==> config.mk <==
export PLATFORM = sky130hd
export DESIGN_NAME = request_button_conditioner
export DESIGN_NICKNAME = d
export VERILOG_FILES = /design/src/rtl/request_button_conditioner.sv
export SDC_FILE = /design/constraint.sdc
export NUM_CORES = 1
export LEC_CHECK = 0
export ABC_CLOCK_PERIOD_IN_PS = 1200
export BUFFER_PORTS_ARGS = -buffer_cell sky130_fd_sc_hd__buf_2
export CAP_MARGIN = 20
export CORE_ASPECT_RATIO = 1.2
export CORE_MARGIN = 2
export CORE_UTILIZATION = 52
export CTS_BUF_LIST = sky130_fd_sc_hd__clkbuf_2 sky130_fd_sc_hd__clkbuf_4 sky130_fd_sc_hd__clkbuf_8
export DETAILED_ROUTE_END_ITERATION = 10
export PLACE_DENSITY_LB_ADDON = 0.2
export SYNTH_ARGS = -nofsm -noshare
export SYNTH_HDL_FRONTEND = slang
export SYNTH_SLANG_ARGS = --single-unit
==> constraint.sdc <==
create_clock -name clk -period 1.2 [get_ports clk]
set_input_delay 0.18 -clock clk [delete_from_list [all_inputs] [get_ports clk]]
set_output_delay 0.18 -clock clk [all_outputs]
set_load 0.05 [all_outputs]
==> src/rtl/request_button_conditioner.sv <==
// Per-button synchroniser, debouncer, press edge detector and request latch for the traffic FSM.
// Optional auto-expiry of unacknowledged requests is built only when REQUEST_TIMEOUT_EN is defined.
module request_button_conditioner #(
  parameter int unsigned NUM_BUTTONS     = 4,
  parameter int unsigned DEBOUNCE_CYCLES = 16,
  parameter int unsigned TIMEOUT_CYCLES  = 1024
) (
  input  logic                   clk,
  input  logic                   not_reset,
  input  logic [NUM_BUTTONS-1:0] not_button,
  input  logic [NUM_BUTTONS-1:0] service_ack,
  output logic [NUM_BUTTONS-1:0] button_level,
  output logic [NUM_BUTTONS-1:0] press_pulse,
  output logic [NUM_BUTTONS-1:0] request_pending,
  output logic [NUM_BUTTONS-1:0] request_expired
);

  localparam int unsigned   CW      = $clog2(DEBOUNCE_CYCLES + 1);
  localparam logic [CW-1:0] DB_LAST = CW'(DEBOUNCE_CYCLES - 1);

  if (DEBOUNCE_CYCLES < 1 || DEBOUNCE_CYCLES > 65535 ||
      TIMEOUT_CYCLES < 1 || TIMEOUT_CYCLES > (1 << 20)) begin : g_bad_param
    $error("request_button_conditioner: parameter out of legal range");
  end

  logic [NUM_BUTTONS-1:0] sync1, sync2, stable;
  logic [NUM_BUTTONS-1:0] accept, rise, expire, pending_next;
  logic [CW-1:0]          db_cnt [NUM_BUTTONS];

  // Buttons are active-low on the board; invert once at the first flop.
  always_ff @(posedge clk or negedge not_reset) begin
    if (!not_reset) begin
      sync1 <= '0;
      sync2 <= '0;
    end else begin
      sync1 <= ~not_button;
      sync2 <= sync1;
    end
  end

  always_comb begin
    accept = '0;
    for (int unsigned i = 0; i < NUM_BUTTONS; i++) begin
      accept[i] = (sync2[i] != stable[i]) && (db_cnt[i] == DB_LAST);
    end
    rise = accept & sync2;
  end

  always_ff @(posedge clk or negedge not_reset) begin
    if (!not_reset) begin
      stable <= '0;
      for (int unsigned i = 0; i < NUM_BUTTONS; i++) db_cnt[i] <= '0;
    end else begin
      for (int unsigned i = 0; i < NUM_BUTTONS; i++) begin
        if (sync2[i] == stable[i]) begin
          db_cnt[i] <= '0;
        end else if (accept[i]) begin
          stable[i] <= sync2[i];
          db_cnt[i] <= '0;
        end else begin
          db_cnt[i] <= db_cnt[i] + CW'(1);
        end
      end
    end
  end

  assign button_level = stable;

`ifdef REQUEST_TIMEOUT_EN
  localparam int unsigned   TW      = $clog2(TIMEOUT_CYCLES + 1);
  localparam logic [TW-1:0] TO_LAST = TW'(TIMEOUT_CYCLES - 1);

  logic [TW-1:0] wait_cnt [NUM_BUTTONS];

  // Ack and a fresh press both outrank expiry in the same cycle.
  always_comb begin
    expire = '0;
    for (int unsigned i = 0; i < NUM_BUTTONS; i++) begin
      expire[i] = request_pending[i] && !service_ack[i] && !rise[i] &&
                  (wait_cnt[i] == TO_LAST);
    end
  end

  always_ff @(posedge clk or negedge not_reset) begin
    if (!not_reset) begin
      request_expired <= '0;
      for (int unsigned i = 0; i < NUM_BUTTONS; i++) wait_cnt[i] <= '0;
    end else begin
      request_expired <= expire;
      for (int unsigned i = 0; i < NUM_BUTTONS; i++) begin
        if (rise[i] || service_ack[i] || !request_pending[i] || expire[i])
          wait_cnt[i] <= '0;
        else
          wait_cnt[i] <= wait_cnt[i] + TW'(1);
      end
    end
  end
`else
  assign expire          = '0;
  assign request_expired = '0;
`endif

  // A press in the same cycle as an ack leaves the request standing.
  assign pending_next = rise | (request_pending & ~service_ack & ~expire);

  always_ff @(posedge clk or negedge not_reset) begin
    if (!not_reset) begin
      press_pulse     <= '0;
      request_pending <= '0;
    end else begin
      press_pulse     <= rise;
      request_pending <= pending_next;
    end
  end

endmodule

==> impl_metrics.prom <==
# TYPE chip_impl_metric gauge
chip_impl_metric{name="first_global_vias",unit=""} 1067
chip_impl_info{name="cp_cell_sequence",value="ha_2 -> nand3_2 -> nor2_1 -> mux2_1"} 1
chip_impl_info{name="timing.hold.worst.class",value="primary input to register"} 1
chip_impl_metric{name="postLayoutSetupSlackWorst",unit="ps"} -43.5
chip_impl_metric{name="multiInputGateArea",unit="um2"} 636
chip_impl_metric{name="timing.critical_path.arrival",unit="ps"} 1470
chip_impl_metric{name="synthesized_area_fraction_occupied_by_xor_and_xnor_cells",unit="%"} 6.63
chip_impl_metric{name="final_critical_path_required_period",unit="ps"} 1240
chip_impl_info{name="startpoint_of_the_lowest_slack_hold_path",value="service_ack[0]"} 1
chip_impl_metric{name="async_flop_share",unit="%"} 100
chip_impl_metric{name="layout.filler_cells",unit=""} 190
chip_impl_metric{name="r2r_slack",unit="ps"} -40
chip_impl_metric{name="layout.nets",unit=""} 183
chip_impl_metric{name="routabilityCongestion",unit=""} 0.738
chip_impl_info{name="startpoint",value="db_cnt[1]"} 1
chip_impl_metric{name="effective_utilization_at_floorplan",unit="%"} 55.9
chip_impl_metric{name="tritoncts.num_buffers",unit=""} 5
chip_impl_metric{name="cp_slowest_stage_delay",unit="ps"} 370
chip_impl_info{name="grt_setup_unrepaired",value="true"} 1
chip_impl_info{name="failed_checks",value="negative setup slack"} 1
chip_impl_metric{name="yosys.area_share.adder",unit="%"} 3.16
chip_impl_metric{name="fp-row-count",unit=""} 21
chip_impl_metric{name="p_per_area",unit="mW/mm2"} 1120
chip_impl_metric{name="clk_pin_slew",unit="ps"} 110
chip_impl_metric{name="number_of_cells_traversed_by_the_worst_register_to_register_path",unit=""} 4
chip_impl_metric{name="synth-warning-count",unit=""} 0
chip_impl_metric{name="leakage",unit="uW"} 0.00114
chip_impl_metric{name="maximum_number_of_pins_on_one_net_before_global_route_repair",unit=""} 41
chip_impl_metric{name="yosys.area.top_type_share",unit="%"} 63.1
chip_impl_info{name="synth_most_common_cell",value="dfrtp_1"} 1
chip_impl_metric{name="synth.cell_area",unit="mm2"} 0.00159
chip_impl_metric{name="synth_area_per_cell",unit="um2"} 13.2
chip_impl_metric{name="clk-insertion-delay-late",unit="ps"} 340
chip_impl_metric{name="synth_cell_type_count",unit=""} 16
chip_impl_info{name="worstSetupEndpointType",value="register"} 1
chip_impl_metric{name="synth-edff-count",unit=""} 0
chip_impl_metric{name="detailroute.via_count",unit=""} 989
chip_impl_metric{name="worst_path_required_time",unit="ps"} 1430
chip_impl_metric{name="count_of_input_and_output_buffers",unit=""} 21
chip_impl_metric{name="grt_overflow_total",unit=""} 0
chip_impl_metric{name="floorplan.core_area",unit="mm2"} 0.00284
chip_impl_info{name="outcome",value="finished, violations left"} 1
chip_impl_metric{name="place_area",unit="mm2"} 0.00182
chip_impl_metric{name="floorplan.io_pins",unit=""} 26
chip_impl_metric{name="min_delay_path_depth",unit=""} 3
chip_impl_metric{name="yosys_register_bits",unit=""} 40
chip_impl_metric{name="area.sequential",unit="mm2"} 0.00100
chip_impl_info{name="critPathSlowestCell",value="dfrtp_1"} 1
chip_impl_info{name="reg2reg_from",value="db_cnt[1]"} 1
chip_impl_metric{name="drt_wl_total",unit="mm"} 2.77
chip_impl_info{name="ys_top_cells_by_area",value="dfrtp_1, xor2_1, nor4b_4"} 1
chip_impl_info{name="yosysTopAreaCell",value="dfrtp_1"} 1
chip_impl_metric{name="fp.dieH",unit="um"} 64.5
chip_impl_metric{name="grt_first_pass_wirelength",unit="mm"} 4.62
chip_impl_metric{name="cts_buffer_depth",unit=""} 2
chip_impl_metric{name="die-area",unit="mm2"} 0.00351
chip_impl_metric{name="post-route-drc-count",unit=""} 0
chip_impl_info{name="synth_top_flop_cell",value="dfrtp_1"} 1
chip_impl_metric{name="die_x",unit="um"} 54.4
chip_impl_metric{name="fin_skew",unit="ps"} 4.40
chip_impl_metric{name="post_drt_wl_per_cell",unit="um"} 13.6
chip_impl_metric{name="synth-compound-area-share",unit="%"} 3.16
chip_impl_metric{name="maxSlewViolCount",unit=""} 0
chip_impl_metric{name="final_hold_viol_count",unit=""} 0
chip_impl_metric{name="layout-area-overhead-vs-synth",unit="%"} 34.5
chip_impl_metric{name="timing.max_cap.violations",unit=""} 0
chip_impl_info{name="post_synth_most_frequent_cells",value="dfrtp_1, nor2_1, xor2_1"} 1
chip_impl_metric{name="insertedDiodeCount",unit=""} 0
chip_impl_metric{name="final_design_area_no_fill",unit="mm2"} 0.00213
chip_impl_metric{name="final_antenna_net_count",unit=""} 0
chip_impl_metric{name="share_of_synthesized_area_occupied_by_flip_flops_and_latches",unit="%"} 63.1
chip_impl_metric{name="drtIter0Drc",unit=""} 23
chip_impl_info{name="crit_type",value="register to register"} 1
chip_impl_metric{name="firstDrtPassIters",unit=""} 4
chip_impl_metric{name="fmax",unit="MHz"} 804
chip_impl_metric{name="grt_use_total",unit="%"} 19.0
chip_impl_metric{name="drt-vias-per-instance",unit=""} 4.85
chip_impl_info{name="worst_r2r_dst",value="button_level[3]"} 1
chip_impl_info{name="synth_top_family_by_area",value="simple AND/OR/NAND/NOR gates"} 1
chip_impl_metric{name="synth_simple_gate_area_share",unit="%"} 16.3
chip_impl_metric{name="clock_sinks",unit=""} 40
chip_impl_metric{name="grt_antenna_before_repair",unit=""} 0
chip_impl_metric{name="h-tree-depth",unit=""} 2
chip_impl_metric{name="period_share",unit="%"} 104
chip_impl_metric{name="post_route_cells_drive_above_1_share",unit="%"} 41.2
chip_impl_info{name="cts_root_buf",value="clkbuf_4"} 1
chip_impl_info{name="cp-start-kind",value="register"} 1
chip_impl_metric{name="finalSetupViolCount",unit=""} 3
chip_impl_info{name="hold_endpoint",value="request_pending[0]"} 1
chip_impl_metric{name="synth.area.mux_share",unit="%"} 2.84
chip_impl_info{name="cts_tree",value="yes"} 1
chip_impl_metric{name="path_max_fanout",unit=""} 3
chip_impl_metric{name="synthCells",unit=""} 120
chip_impl_metric{name="dp_slack",unit="ps"} -54.6
chip_impl_metric{name="place_hpwl",unit="mm"} 1.76
chip_impl_metric{name="ir_drop",unit="uV"} 1040
-- cell usage in the layout, fill, tap and decap left out, types with 2 or more instances in the layout --
master / synthesis / routed
and2_1: 5 / 5
and3_1: 4 / 4
conb_1: 1 / 4
xor2_1: 12 / 11
clkbuf_4: 0 / 11
nor2_4: 0 / 3
ha_4: 0 / 3
nand3_1: 4 / 4
o21ai_2: 0 / 2
mux2_4: 0 / 3
dlygate4sd3_1: 0 / 5
dfrtp_1: 40 / 37
nor4b_4: 3 / 3
a21o_1: 4 / 4
nor2_1: 15 / 12
buf_4: 4 / 13
nand3_4: 0 / 3
buf_2: 0 / 13
inv_1: 11 / 11
o21ai_1: 4 / 2
buf_6: 0 / 7
dfrtp_2: 0 / 3
-- state kept, by name (all words and copies together) (netlist names) --
signal,cells
press_pulse,4
button_level,4
sync2,4
sync1,4
request_pending,4
db_cnt,20
-- through the flow --
step                power (uW)  util (%)  hold slack [ps]  TNS, ps  instances
global route              2520      75.1             91.5     -368        204
finish                    2390      75.1             96.8    -74.0        204
global placement          1620      64.1              160        0        181
floorplan                 1570         -             -116        0        123
detailed placement        1640      64.1              167     -167        181
CTS                       2420      72.3             79.5    -79.0        200
-- worst max-delay path by stage --
stage | endpoint | slack [ps]
6_report | button_level[3] | -40
5_1_grt | request_pending[3] | -90
4_1_cts | request_pending[3] | -30
3_5_place_dp | button_level[0] | -50
3_3_place_gp | button_level[0] | 10
2_1_floorplan | button_level[3] | 9
-- logic make-up after synthesis --
kind of cell | count (synthesis)
AO/OA/AOI/OAI | 8
XOR/XNOR | 12
adder cells (fa/ha/maj) | 4
buffers and inverters | 15
flip-flops | 40
multiplexers | 4
other | 1
AND/OR/NAND/NOR | 36
-- worst max-delay path: cells and delay by family, from the launching register on --
family                     cells  cell delay [ps]
DFF                            1              370
muxes                          1              340
and+or+nand+nor                2              220
adders and majority gates      1              200
-- layer usage --
| layer | GRT usage, % | vias up | share of wire (%) |
|---|---|---|---|
| li1 | - | 476 | - |
| met4 | 10.3 | 0 | 2.5 |
| met1 | 21.5 | 484 | 39 |
| met2 | 31.5 | 22 | 54 |
| met3 | 5.07 | 7 | 3.7 |
| met5 | 0 | - | 0 |
-- report_power, final --
group	internal [uW]	total, uW	switching [uW]
combinational	99.0	211	112
sequential	1390	1440	44.7
clock	335	741	407
total	1830	2390	564
-- cell type report --
| type | count | share of cell area (%) |
|---|---|---|
| inverter | 11 | 1.94 |
| sequential | 40 | 47.1 |
| clock buffer | 8 | 3.11 |
| multi-input combinational | 68 | 29.8 |
| timing repair buffer | 43 | 16.0 |
| tap | 34 | 2.00 |
-- timing repair --
action,in CTS,in global routing
hold buffers,5,0
gates resized for setup,21,13
endpoints found under the setup margin,14,19
pin swaps,5,5
hold endpoints to repair,44,0
setup buffers,6,4
(Power assumes the default switching activity.)
